File: src/rtl/mem_arbiter_if.sv
// Requester-side and memory-side handshake bundle for mem_arbiter.
// The arbiter uses the slave view; the surrounding core/memory use the master view.
interface mem_arbiter_if #(
  parameter int ADDR_W = 32,
  parameter int DATA_W = 32
);
  logic              m0_req;
  logic              m0_we;
  logic [ADDR_W-1:0] m0_addr;
  logic [DATA_W-1:0] m0_wdata;
  logic              m0_gnt;
  logic              m0_done;
  logic [DATA_W-1:0] m0_rdata;

  logic              m1_req;
  logic              m1_we;
  logic [ADDR_W-1:0] m1_addr;
  logic [DATA_W-1:0] m1_wdata;
  logic              m1_gnt;
  logic              m1_done;
  logic [DATA_W-1:0] m1_rdata;

  logic              mem_req;
  logic              mem_we;
  logic [ADDR_W-1:0] mem_addr;
  logic [DATA_W-1:0] mem_wdata;
  logic              mem_ack;
  logic [DATA_W-1:0] mem_rdata;

  modport slave (
    input  m0_req, m0_we, m0_addr, m0_wdata,
    input  m1_req, m1_we, m1_addr, m1_wdata,
    input  mem_ack, mem_rdata,
    output m0_gnt, m0_done, m0_rdata,
    output m1_gnt, m1_done, m1_rdata,
    output mem_req, mem_we, mem_addr, mem_wdata
  );

  modport master (
    output m0_req, m0_we, m0_addr, m0_wdata,
    output m1_req, m1_we, m1_addr, m1_wdata,
    output mem_ack, mem_rdata,
    input  m0_gnt, m0_done, m0_rdata,
    input  m1_gnt, m1_done, m1_rdata,
    input  mem_req, mem_we, mem_addr, mem_wdata
  );
endinterface

File: src/rtl/mem_arbiter.sv
// Two-port memory arbiter: latches one request, runs a req/ack handshake, aborts on timeout.
// Define MEM_ARB_RR_EN for round-robin arbitration; otherwise port 1 has fixed priority.
module mem_arbiter #(
  parameter int ADDR_W  = 32,
  parameter int DATA_W  = 32,
  parameter int TIMEOUT = 255
) (
  input  logic         clk,
  input  logic         reset,
  mem_arbiter_if.slave bus,
  output logic         busy,
  output logic         owner,
  output logic         err
);
  localparam int                CNT_W      = $clog2(TIMEOUT + 1);
  localparam logic [CNT_W-1:0]  CNT_MAX    = CNT_W'(TIMEOUT);
  localparam logic [DATA_W-1:0] ABORT_DATA = {DATA_W/32{32'hDEAD_BEEF}};

  typedef enum logic {ST_IDLE, ST_WAIT} state_t;

  state_t           state_q, state_d;
  logic [CNT_W-1:0] cnt_q;
  logic             grant, winner, finish, timeout;

`ifdef MEM_ARB_RR_EN
  logic rr_last_q;

  // Reset value makes port 0 win the first tie.
  always_ff @(posedge clk or negedge reset) begin
    if (!reset)     rr_last_q <= 1'b1;
    else if (grant) rr_last_q <= winner;
  end

  always_comb winner = (bus.m0_req && bus.m1_req) ? ~rr_last_q : bus.m1_req;
`else
  always_comb winner = bus.m1_req;
`endif

  always_ff @(posedge clk or negedge reset) begin
    if (!reset) state_q <= ST_IDLE;
    else        state_q <= state_d;
  end

  // NOTE: every signal written here gets a default first, so no path can infer a latch.
  always_comb begin
    state_d = state_q;
    grant   = 1'b0;
    finish  = 1'b0;
    timeout = 1'b0;
    case (state_q)
      ST_IDLE: begin
        if (bus.m0_req || bus.m1_req) begin
          grant   = 1'b1;
          state_d = ST_WAIT;
        end
      end
      ST_WAIT: begin
        // An ack on the last allowed cycle still wins over the abort.
        if (bus.mem_ack) begin
          finish  = 1'b1;
          state_d = ST_IDLE;
        end else if (cnt_q == CNT_MAX) begin
          finish  = 1'b1;
          timeout = 1'b1;
          state_d = ST_IDLE;
        end
      end
      default: state_d = ST_IDLE;
    endcase
  end

  // NOTE: registers use non-blocking assignments so every one of them samples pre-edge values.
  always_ff @(posedge clk or negedge reset) begin
    if (!reset) begin
      owner         <= 1'b0;
      err           <= 1'b0;
      cnt_q         <= '0;
      bus.mem_we    <= 1'b0;
      bus.mem_addr  <= '0;
      bus.mem_wdata <= '0;
      bus.m0_gnt    <= 1'b0;
      bus.m1_gnt    <= 1'b0;
      bus.m0_done   <= 1'b0;
      bus.m1_done   <= 1'b0;
      // NOTE: rdata is a pair of visible output registers, not a RAM, so it is reset like any flop.
      bus.m0_rdata  <= '0;
      bus.m1_rdata  <= '0;
    end else begin
      bus.m0_gnt  <= grant && !winner;
      bus.m1_gnt  <= grant && winner;
      bus.m0_done <= finish && !owner;
      bus.m1_done <= finish && owner;
      err         <= timeout;

      if (grant) begin
        owner         <= winner;
        bus.mem_we    <= winner ? bus.m1_we    : bus.m0_we;
        bus.mem_addr  <= winner ? bus.m1_addr  : bus.m0_addr;
        bus.mem_wdata <= winner ? bus.m1_wdata : bus.m0_wdata;
      end

      if (state_q == ST_WAIT) cnt_q <= finish ? '0 : cnt_q + CNT_W'(1);

      // Writes leave rdata alone unless the transaction was aborted.
      if (finish && (timeout || !bus.mem_we)) begin
        if (owner) bus.m1_rdata <= timeout ? ABORT_DATA : bus.mem_rdata;
        else       bus.m0_rdata <= timeout ? ABORT_DATA : bus.mem_rdata;
      end
    end
  end

  assign bus.mem_req = (state_q == ST_WAIT);
  assign busy        = (state_q != ST_IDLE);

endmodule

File: src/flat_wrapper.sv
// flat-port wrapper written by rule: the top's interface ports become plain ports
module mem_arbiter_flat 
#(
  parameter int ADDR_W  = 32,
  parameter int DATA_W  = 32,
  parameter int TIMEOUT = 255
)
  (clk, reset, busy, owner, err, bus_m0_req, bus_m0_we, bus_m0_addr, bus_m0_wdata, bus_m1_req, bus_m1_we, bus_m1_addr, bus_m1_wdata, bus_mem_ack, bus_mem_rdata, bus_m0_gnt, bus_m0_done, bus_m0_rdata, bus_m1_gnt, bus_m1_done, bus_m1_rdata, bus_mem_req, bus_mem_we, bus_mem_addr, bus_mem_wdata);
  mem_arbiter_if #(.ADDR_W(ADDR_W), .DATA_W(DATA_W)) bus_i ();
  input  logic clk;
  input  logic reset;
  output logic busy;
  output logic owner;
  output logic err;
  input wire logic [$bits(bus_i.m0_req)-1:0] bus_m0_req;
  input wire logic [$bits(bus_i.m0_we)-1:0] bus_m0_we;
  input wire logic [$bits(bus_i.m0_addr)-1:0] bus_m0_addr;
  input wire logic [$bits(bus_i.m0_wdata)-1:0] bus_m0_wdata;
  input wire logic [$bits(bus_i.m1_req)-1:0] bus_m1_req;
  input wire logic [$bits(bus_i.m1_we)-1:0] bus_m1_we;
  input wire logic [$bits(bus_i.m1_addr)-1:0] bus_m1_addr;
  input wire logic [$bits(bus_i.m1_wdata)-1:0] bus_m1_wdata;
  input wire logic [$bits(bus_i.mem_ack)-1:0] bus_mem_ack;
  input wire logic [$bits(bus_i.mem_rdata)-1:0] bus_mem_rdata;
  output wire logic [$bits(bus_i.m0_gnt)-1:0] bus_m0_gnt;
  output wire logic [$bits(bus_i.m0_done)-1:0] bus_m0_done;
  output wire logic [$bits(bus_i.m0_rdata)-1:0] bus_m0_rdata;
  output wire logic [$bits(bus_i.m1_gnt)-1:0] bus_m1_gnt;
  output wire logic [$bits(bus_i.m1_done)-1:0] bus_m1_done;
  output wire logic [$bits(bus_i.m1_rdata)-1:0] bus_m1_rdata;
  output wire logic [$bits(bus_i.mem_req)-1:0] bus_mem_req;
  output wire logic [$bits(bus_i.mem_we)-1:0] bus_mem_we;
  output wire logic [$bits(bus_i.mem_addr)-1:0] bus_mem_addr;
  output wire logic [$bits(bus_i.mem_wdata)-1:0] bus_mem_wdata;
  assign bus_i.m0_req = bus_m0_req;
  assign bus_i.m0_we = bus_m0_we;
  assign bus_i.m0_addr = bus_m0_addr;
  assign bus_i.m0_wdata = bus_m0_wdata;
  assign bus_i.m1_req = bus_m1_req;
  assign bus_i.m1_we = bus_m1_we;
  assign bus_i.m1_addr = bus_m1_addr;
  assign bus_i.m1_wdata = bus_m1_wdata;
  assign bus_i.mem_ack = bus_mem_ack;
  assign bus_i.mem_rdata = bus_mem_rdata;
  assign bus_m0_gnt = bus_i.m0_gnt;
  assign bus_m0_done = bus_i.m0_done;
  assign bus_m0_rdata = bus_i.m0_rdata;
  assign bus_m1_gnt = bus_i.m1_gnt;
  assign bus_m1_done = bus_i.m1_done;
  assign bus_m1_rdata = bus_i.m1_rdata;
  assign bus_mem_req = bus_i.mem_req;
  assign bus_mem_we = bus_i.mem_we;
  assign bus_mem_addr = bus_i.mem_addr;
  assign bus_mem_wdata = bus_i.mem_wdata;
  mem_arbiter #(.ADDR_W(ADDR_W), .DATA_W(DATA_W), .TIMEOUT(TIMEOUT)) u_core (.clk(clk), .reset(reset), .bus(bus_i), .busy(busy), .owner(owner), .err(err));
endmodule
File: config.mk
export PLATFORM = sky130hd
export DESIGN_NAME = mem_arbiter_flat
export DESIGN_NICKNAME = d
export VERILOG_FILES = /design/src/rtl/mem_arbiter_if.sv /design/src/rtl/mem_arbiter.sv /design/src/flat_wrapper.sv
export SDC_FILE = /design/constraint.sdc
export NUM_CORES = 1
export LEC_CHECK = 0
export ABC_CLOCK_PERIOD_IN_PS = 2900
export BUFFER_PORTS_ARGS = -buffer_cell sky130_fd_sc_hd__buf_2
export CORE_MARGIN = 1
export CORE_UTILIZATION = 51
export CTS_CLUSTER_DIAMETER = 200
export DETAILED_ROUTE_END_ITERATION = 8
export GPL_TIMING_DRIVEN = 0
export PLACE_DENSITY = 0.89
export SETUP_SLACK_MARGIN = 0.3
export SYNTH_ARGS = -nofsm -noshare
export SYNTH_HDL_FRONTEND = slang
export SYNTH_SLANG_ARGS = --single-unit
File: constraint.sdc
create_clock -name clk -period 2.9 [get_ports clk]
set_clock_uncertainty 0.15 [all_clocks]
set_input_delay 0.29 -clock clk [delete_from_list [all_inputs] [get_ports clk]]
set_output_delay 0.29 -clock clk [all_outputs]
set_load 0.01 [all_outputs]
==> results.md <==
- Worst-Skew Late Latency: 0.42 ns
- Worst hold start: bus_m1_wdata[14]
- WHS Path Cells: 3
- Via count of the first global-routing pass: 6250
- Pint: approximately 5.4 mW
- GRT met2 Usage: 54.18%
- H-tree depth reported by CTS: 4
- Core footprint: 12820 um^2
- Remaining number of nets flagged by the antenna check after routing: 0
- Path type of the worst min-delay path: primary input to flip-flop
- Fraction of the cycle the final worst path needs: ~70%
- Post-route DRC violation count: 0
- Global-route congestion overflow total: 0
- Switching share of total power: 36.15%
- Cell seen most often among critical-path stages: buf_2
- Register bit count reported by yosys: 144
- F_max: between 400 and 500 MHz
- Worst Path Class, Setup: flip-flop to flip-flop
- Number of gates given a new drive strength after cts: 0
- Clock transition at the registers of the reported paths: 0.06 ns
- GRT Resource Usage Total: a little under a third
- Met1 track utilization from global routing: 33.44%
- Ratio of cells with drive above 1 in the final layout: 39.16%
- Buffers & Inverters on Critical Path: 3
- Measured slew at the worst slew-check pin: 0.8472 ns
- Type of element launching the critical path: flip-flop
- YS warnings: 0
- Total half-perimeter wirelength after legalization and detailed placement: 15320 um
- Setup TNS: 0 ns
- Portion of the post-synthesis area used by sequential elements: between 50 and 60%
- Portion of synthesized cell area occupied by the leading cell type: 52.88%
- Ordered list of cells on the worst path: buf_2 -> nand3b_1 -> buf_2 -> clkbuf_1 -> o21bai_1 -> a2bb2oi_1
- Cts bufs inserted: 17
- Largest stage delay, worst path: 0.41 ns
- Fin. Hold Viols: 0
- Worst-case register-to-register setup slack: roughly 0.84 ns
- Post-Route Utilization: 72.04%
- Pin count of the biggest net entering global routing: just over 80
- Pwr Density: 923.6 nW/um^2
- Drt first pass iters: 5
- Cell type of the slowest stage on the worst timing path: clkbuf_1
- Total of max-cap violations: 0
- Final Setup Violations: 0
- Number of distinct standard cells referenced by the synthesized netlist: 35
- Comb power frac: 36.3%
- Endpoint required time on the critical path: 3.09 ns
- P&R area growth vs syn: 35.59%
- Library cell occupying the most area in the post-synthesis netlist: dfrtp_1
- Global route hottest layer: met2
- Final Max Slew Viols: 0
- Overall routed net length: 20510 um
- Number of instances in the synthesized netlist: around 630
- Max transition margin: 43.52%
- Worst reg-to-reg path cell count: 6
- CTS sink count: between 100 and 150
- Power Total: 8.533 mW
- Synthesized net count: 800
- Unrepaired setup endpoints after global routing: false
- Maximum number of buffers from clock root to sink: 2
- Die height: 117.6 um
- Worst Path Max Fanout: 10
- Number of vias in the routed layout: 6252
- Routed vias/inst: 5.455
- Root Buffer Master: clkbuf_16
- DR WL/cell: around 18 um
- Fraction of power consumed by the clock network: 25.9%
- I/O Buffers: 302
- Count of routing violations after the opening detailed-route iteration: 499
- Routability congestion estimate: 0.8755
- Count of boundary I/O pins: 304
- Commonest non-fill, non-tap cell in the layout: buf_2
- Hold Crit Endpoint: u_core.bus.mem_wdata[14]
- Cell area after technology mapping: 6814 um^2
- Synthesized area divided by synthesized cell count: 10.78 um^2
- Share of total power in sequential cells: 37.8%
- Area of placed instances: 8574 um^2
- Most used cells in the layout excluding fill and tap cells: 320 x buf_2, 144 x dfrtp_1, 96 x o21ai_0
- Cell area after layout: 9239 um^2
- Die footprint: 13830 um^2
- Number of antenna violations at the first check in global routing: 1
- Capturing element type of the critical path: flip-flop
- Width of the die: roughly 120 um
- Data arrival time at the worst-slack endpoint: 2.25 ns
- Setup bufs post-CTS: 0
- # nets final: 1128
- Maximum ir drop on the vdd rail: 377.5 uV
- Launching point of the worst reg2reg path: u_core.bus.mem_req
- Kind of cell with the highest combined delay on the critical path: buffers and inverters
- Largest cells by area after synthesis: dfrtp_1 53%, mux2i_1 9.5%, o21ai_0 7.1%
- Outcome: finished, final reports clean
- Worst r2r dst: u_core.bus.m0_rdata[18]
- Row cnt: 41
- Initial cell density of the core: a little over half
- Time the final worst path needs with I/O delays and setup: 2.063 ns
- Global-route wire length before repair: 32330 um
- Met3 global-route usage: 7.122%
- Clock tree from TritonCTS: done
- Psw: 3.085 mW
- LEAKAGE: 4.658 nW
-- flip-flops by register name, indices dropped and copies added (netlist names), 8 cells and up --
register / count
u_core.bus.m0_rdata: 32
u_core.bus.mem_addr: 32
u_core.bus.mem_wdata: 32
u_core.bus.m1_rdata: 32
u_core.cnt_q: 8
-- Yosys cell counts (all sizes together) --
cell type	n
dfrtp	144
o21ai	96
nand2	95
mux2i	65
a2bb2oi	48
clkbuf	27
nand2b	26
buf	25
o21bai	25
o2bb2ai	17
a21oi	10
nor2b	10
nor2	9
a21boi	8
a22oi	3
nand3	3
nand4	3
or3	3
a21o	2
and3	2
xor2	2
a31oi	1
and3b	1
and4	1
ha	1
inv	1
nand3b	1
nor3	1
nor3b	1
o31ai	1
-- worst max path at each step --
stage | from | endpoint | slack [ns] | depth (start not counted)
after global routing | u_core.bus.mem_req | u_core.bus.m0_rdata[19] | 0.75 | 6
final | u_core.bus.mem_req | u_core.bus.m0_rdata[18] | 0.84 | 6
after detailed placement | u_core.bus.mem_req | u_core.bus.m0_rdata[19] | 0.85 | 6
after global placement | reset | u_core.bus.mem_wdata[19] | -0.60 | 1
after CTS | u_core.bus.mem_req | u_core.bus.m0_rdata[18] | 0.84 | 6
after floorplan | u_core.bus.mem_req | u_core.bus.m0_rdata[24] | 1.25 | 6
-- timing repair --
action	in CTS	in global routing
endpoints found under the setup margin	0	0
hold buffers	6	0
endpoints found under the hold margin	66	0
-- power by group through the flow --
stage,combinational (mW),sequential (mW),clock (mW)
floorplan,1.44,3.49,0
global placement,2.96,3.18,0
detailed placement,3.07,3.23,0
CTS,3.10,3.21,2.23
global route,3.34,3.31,2.32
finish,3.10,3.23,2.21
-- final cells by class --
cell class	instances	area [um^2]
sequential	144	3603
fill	978	3586
multi-input combinational	435	2958
timing repair buffer	309	1605
clock buffer	23	498.0
buffer	52	249.0
tap	172	215.2
clock inverter	9	103.9
inverter	1	3.754
antenna	1	2.502
-- per-layer routing --
metal	share of wire, %	up-vias
met3	6.6	51
li1	-	2896
met4	3.9	0
met5	0	-
met1	37	3005
met2	52	300
-- cell families (layout without fill, tap and decap cells) --
kind of cell               after synthesis  count (layout)  share of synthesized area, %
xor gates and xnor gates                 2               2                        0.2571
DFF                                    144             144                         52.88
and+or+nand+nor                        156             156                         10.63
other                                    0               1                             0
adders and majority gates                1               1                        0.1836
AOI/OAI and AO/OA                      211             211                         22.79
buffers and inverters                   53             394                         3.709
muxes                                   65              65                         9.548
-- worst min-delay path, stage by stage --
cell and delay [ns]:
buf_2 0.08, mux2i_1 0.05, o21ai_0 0.13
-- per-stage QoR --
step,worst slack [ns],std cells,hold slack [ns]
final,0.8374,1146,0.01009
after global routing,0.7465,1146,0.01327
after CTS,0.8398,1145,0.001285
after detailed placement,0.8523,1107,0.1663
after global placement,-0.6019,1106,0.3067
after floorplan,1.253,632,-0.1556
(Power assumes the default switching activity.)
